### config.mk
export PLATFORM = sky130hd
export DESIGN_NAME = alu_writeback
export DESIGN_NICKNAME = d
export VERILOG_FILES = /design/src/rtl/alu_writeback.sv
export SDC_FILE = /design/constraint.sdc
export NUM_CORES = 1
export LEC_CHECK = 0
export ABC_AREA = 1
export BUFFER_PORTS_ARGS = -buffer_cell sky130_fd_sc_hd__buf_2
export CAP_MARGIN = 15
export CELL_PAD_IN_SITES_DETAIL_PLACEMENT = 1
export CELL_PAD_IN_SITES_GLOBAL_PLACEMENT = 1
export CORE_MARGIN = 8
export CORE_UTILIZATION = 43
export CTS_CLUSTER_DIAMETER = 30
export CTS_CLUSTER_SIZE = 8
export DETAILED_ROUTE_END_ITERATION = 8
export PLACE_DENSITY = 0.95
export SYNTH_ARGS = -nofsm -noshare
export SYNTH_HDL_FRONTEND = slang
export SYNTH_SLANG_ARGS = --single-unit
### constraint.sdc
create_clock -name clk -period 3.6 [get_ports clk]
set_clock_uncertainty 0.15 [all_clocks]
set_input_delay 0 -clock clk [delete_from_list [all_inputs] [get_ports clk]]
set_output_delay 0 -clock clk [all_outputs]
set_load 0.01 [all_outputs]
### src/rtl/alu_writeback.sv
// alu_writeback: FIFO of completed ALU ops retiring to the register file and architectural flags.
module alu_writeback #(
  parameter int DEPTH = 2
) (
  input  logic                         clk,
  input  logic                         rst_n,
  input  logic                         in_valid,
  output logic                         in_ready,
  input  logic [31:0]                  in_result,
  input  logic [5:0]                   in_status,
  input  logic [2:0]                   in_dest,
  input  logic                         in_wr_reg,
  input  logic                         in_wr_flags,
  input  logic                         flush,
  input  logic                         rf_busy,
  output logic                         rf_wr_en,
  output logic [2:0]                   rf_wr_idx,
  output logic [31:0]                  rf_wr_data,
  output logic [5:0]                   flags,
  output logic [5:0]                   flags_fwd,
  output logic [$clog2(DEPTH+1)-1:0]   occupancy,
  output logic [15:0]                  retire_count
);
  localparam int AW = $clog2(DEPTH);
  localparam int OW = $clog2(DEPTH+1);
  typedef struct packed {
    logic [31:0] result;
    logic [5:0]  status;
    logic [2:0]  dest;
    logic        wr_reg;
    logic        wr_flags;
  } entry_t;
  entry_t          mem_q [DEPTH];
  entry_t          mem_d [DEPTH];
  entry_t          head;
  logic [AW-1:0]   rd_q, rd_d, wr_q, wr_d;
  logic [OW-1:0]   occ_q, occ_d;
  logic [5:0]      flags_q, flags_d;
  logic [15:0]     cnt_q, cnt_d;
  logic            push, retire, nonempty;
  assign head         = mem_q[rd_q];
  assign nonempty     = occ_q != '0;
  assign in_ready     = occ_q < OW'(DEPTH);
  assign push         = in_valid & in_ready & ~flush;
  assign retire       = nonempty & ~rf_busy & ~flush;
  assign rf_wr_en     = retire & head.wr_reg;
  assign rf_wr_idx    = nonempty ? head.dest : '0;
  assign rf_wr_data   = nonempty ? head.result : '0;
  assign flags        = flags_q;
  assign occupancy    = occ_q;
  assign retire_count = cnt_q;
  always_comb begin
    mem_d   = mem_q;
    rd_d    = rd_q;
    wr_d    = wr_q;
    occ_d   = occ_q;
    flags_d = flags_q;
    cnt_d   = cnt_q;
    if (flush) begin
      rd_d  = wr_q;
      occ_d = '0;
    end else begin
      if (push) begin
        mem_d[wr_q] = '{in_result, in_status, in_dest, in_wr_reg, in_wr_flags};
        wr_d        = wr_q + 1'b1;
      end
      if (retire) begin
        rd_d    = rd_q + 1'b1;
        cnt_d   = cnt_q + 16'd1;
        flags_d = head.wr_flags ? head.status : flags_q;
      end
      occ_d = occ_q + OW'(push) - OW'(retire);
    end
  end
  // later matches overwrite earlier ones, so the youngest flag-writer wins
  always_comb begin
    flags_fwd = flags_q;
    for (int i = 0; i < DEPTH; i++)
      flags_fwd = (OW'(i) < occ_q && mem_q[rd_q + AW'(i)].wr_flags) ? mem_q[rd_q + AW'(i)].status : flags_fwd;
  end
  always_ff @(posedge clk or negedge rst_n) begin
    if (!rst_n) begin
      mem_q   <= '{default: '0};
      rd_q    <= '0;
      wr_q    <= '0;
      occ_q   <= '0;
      flags_q <= '0;
      cnt_q   <= '0;
    end else begin
      mem_q   <= mem_d;
      rd_q    <= rd_d;
      wr_q    <= wr_d;
      occ_q   <= occ_d;
      flags_q <= flags_d;
      cnt_q   <= cnt_d;
    end
  end
endmodule

==> results_dict.tcl <==
set metrics [dict create \
    io_buffers 114 \
    diodes 0 \
    post-route-period-util 0.8033 \
    synth.area.mux_share 0 \
    wire_per_inst_um 17.27 \
    holdBufCountCts 47 \
    slew_violations 0 \
    min_path_type "in -> reg" \
    cp-start-kind "register" \
    clock-sinks 112 \
    post-cts-setup-buffer-count 0 \
    cts_tree "done" \
    reg2reg_depth 4 \
    worstPathRequired_ns 3.45 \
    nets 865 \
    rsz0062_at_grt "false" \
    synth_fp_nets 722 \
    antenna_found_initial 0 \
    drt_iter0_drc 337 \
    synthXorXnorAreaFrac 0.01313 \
    drc 0 \
    route.vias.total 5078 \
    slowest_stage "dfrtp_1" \
    grt_pass1_wl_um 28210 \
    ant_nets 0 \
    synth_top_family_by_area "simple AND/OR/NAND/NOR gates" \
    slew_headroom 0.3395 \
    min_period_ns 2.892 \
    hold_path_end "occupancy[0]" \
    cp_cell_sequence "inv_2 -> o21ai_0 -> nand3_1 -> a21oi_1 -> buf_2" \
    synth_area_um2 5335 \
    outcome "finished, final reports clean" \
    holdPathStages 3 \
    wirelength_um 17040 \
    synth-seq-cells 112 \
    path_class "reg -> out" \
    die_h_um 127.4 \
    cpPeakStageDelay_ns 0.80 \
    synth_warnings 0 \
    ir_worst_vdd_v 0.0003632 \
    clock_path_buffers 2 \
    hpwlAfterDp_um 10490 \
    crit_family "flip-flops" \
    avgSynthCellArea_um2 7.951 \
    vias_per_cell 5.145 \
    ctsResizeCount 0 \
    path_buf_inv 2 \
    hold_violations 0 \
    yosys.area_share.simple 0.2148 \
    endpoint_kind "output pin" \
    place.gp.congestion 0.7774 \
    placementRows 40 \
    cts_buffers 9 \
    clk_pin_slew_worst_paths_ns 0.08 \
    first_pass_iters 5 \
    grt_start_max_net_pins 88 \
    worstPathMaxFanout 58 \
    cts_root_buf "clkbuf_16" \
    drv_cap 0 \
    seq_area_frac_synth 0.5253 \
    grtUsageTotal 0.2151 \
    cp.arrival_ns 2.74 \
    fin_hold_ws_ns 0.2909 \
    yosysUniqueCellTypes 27 \
    rr_endpoint "flags[3]" \
    synth_compound_area_frac 0.1506 \
    power_leakage_nw 3.566 \
    grt_pass1_vias 5625 \
    initial_core_util 0.4423 \
    r2r_start "rd_q" \
    synthCells 671 \
    finalSetupViolCount 0 \
    grt_overflow 0 \
    ios 115 \
    synth_fa_ha_area_frac 0.007036 \
    reg2reg_slack_ns 1.26 \
    clk-insertion-delay-late_ns 0.36 \
    die_area_um2 16230 \
    fmax_mhz 345.8 \
    worstMarginPinSlew_ns 0.9894 \
    stdcell_count 987 \
    fill_cells 1464 \
    cts_max_level 3 \
    syn_to_final_growth_pct 27.39 \
    fp.dieW_um 127.4 \
    fp.coreArea_um2 12060 \
    p_per_area_nw_per_um2 727.5 \
    tns_ns 0 \
    drive_gt1_frac 0.1807 \
    hold_start "flush" \
    dp.cells 922 \
]
## registers in the layout, summed over array words and instances (netlist names)
register / cells
rd_q: 1
mem_q: 86
flags: 6
wr_q: 1
occupancy: 2
retire_count: 16
## layout make-up
| type | count | area, um2 | share of cell area |
|---|---|---|---|
| sequential | 112 | 2803 | 0.4124 |
| clock buffer | 10 | 229.0 | 0.03369 |
| clock inverter | 6 | 97.59 | 0.01436 |
| inverter | 73 | 274.0 | 0.04032 |
| timing repair buffer | 168 | 1119 | 0.1646 |
| tap | 168 | 210.2 | 0.03093 |
| multi-input combinational | 450 | 2064 | 0.3038 |
## placed cells by master, fill, tap and decap left out, types with 5 or more instances in the layout
cell type,count
nand2_1,232
buf_2,113
dfrtp_1,112
inv_1,71
o21ai_0,71
dlygate4sd3_1,48
a21oi_1,43
o21ai_1,32
nor2_1,18
nand3_1,17
clkbuf_16,9
buf_4,6
o211ai_1,5
xor2_1,5
nand4_1,5
## cells in the mapped netlist, drive strengths merged
cell    instances  area share
a21oi          43       0.040
and2            1      0.0012
buf            23       0.028
clkbuf         13      0.0094
dfrtp         112        0.53
ha              3      0.0070
inv            73       0.051
nand2         233        0.16
nand3          18       0.017
nand3b          3      0.0042
nand4           5      0.0059
nor2           22       0.020
nor3            1     0.00094
o211ai          5      0.0070
o21ai         107        0.10
or2             1      0.0012
xnor2           3      0.0049
xor2            5      0.0082
## worst register-to-register path, stage by stage, from the launching register on
cell     delay (ns)
dfrtp_1        0.65
inv_2          0.86
o21ai_0        0.33
nand3_1        0.16
nand2_1        0.07
## power breakdown
group          internal, W  switching [W]
clock network     0.000622       0.000484
registers          0.00179       0.000380
logic             0.000609        0.00106
total              0.00302        0.00192
## worst max-delay path by stage
stage,startpoint,to,slack [ns],depth (start not counted)
after global placement,rd_q,flags_fwd[0],1.28,5
after global routing,rd_q,flags_fwd[0],0.51,6
final,rd_q,flags_fwd[0],0.71,5
after CTS,rd_q,flags_fwd[0],0.70,6
after detailed placement,rd_q,flags_fwd[3],1.18,5
after floorplan,occupancy[1],occupancy[1],1.49,11
## per-stage QoR
step	setup WS [ns]	util	area, um2	power (W)
after global placement	1.284	0.4943	5962	0.003620
after floorplan	1.493	-	5335	0.003172
after detailed placement	1.179	0.4943	5962	0.003775
after CTS	0.7044	0.5604	6759	0.004953
final	0.7080	0.5635	6797	0.004944
after global routing	0.5124	0.5635	6797	0.005302
## kinds of logic (layout without fill, tap and decap cells)
family / count (synthesis) / after routing
and+or+nand+nor: 284 / 284
AOI/OAI and AO/OA: 155 / 155
DFF: 112 / 112
buffers and inverters: 109 / 257
xor gates and xnor gates: 8 / 8
adders and majority gates: 3 / 3
## metal layers
| layer | GRT usage | up-vias | share of wire |
|---|---|---|---|
| met5 | 0 | - | 0 |
| met4 | 0.05108 | 0 | 0.012 |
| met3 | 0.06489 | 21 | 0.060 |
| met2 | 0.3854 | 118 | 0.51 |
| met1 | 0.2455 | 2536 | 0.41 |
| li1 | - | 2403 | - |
(Power assumes the default switching activity.)
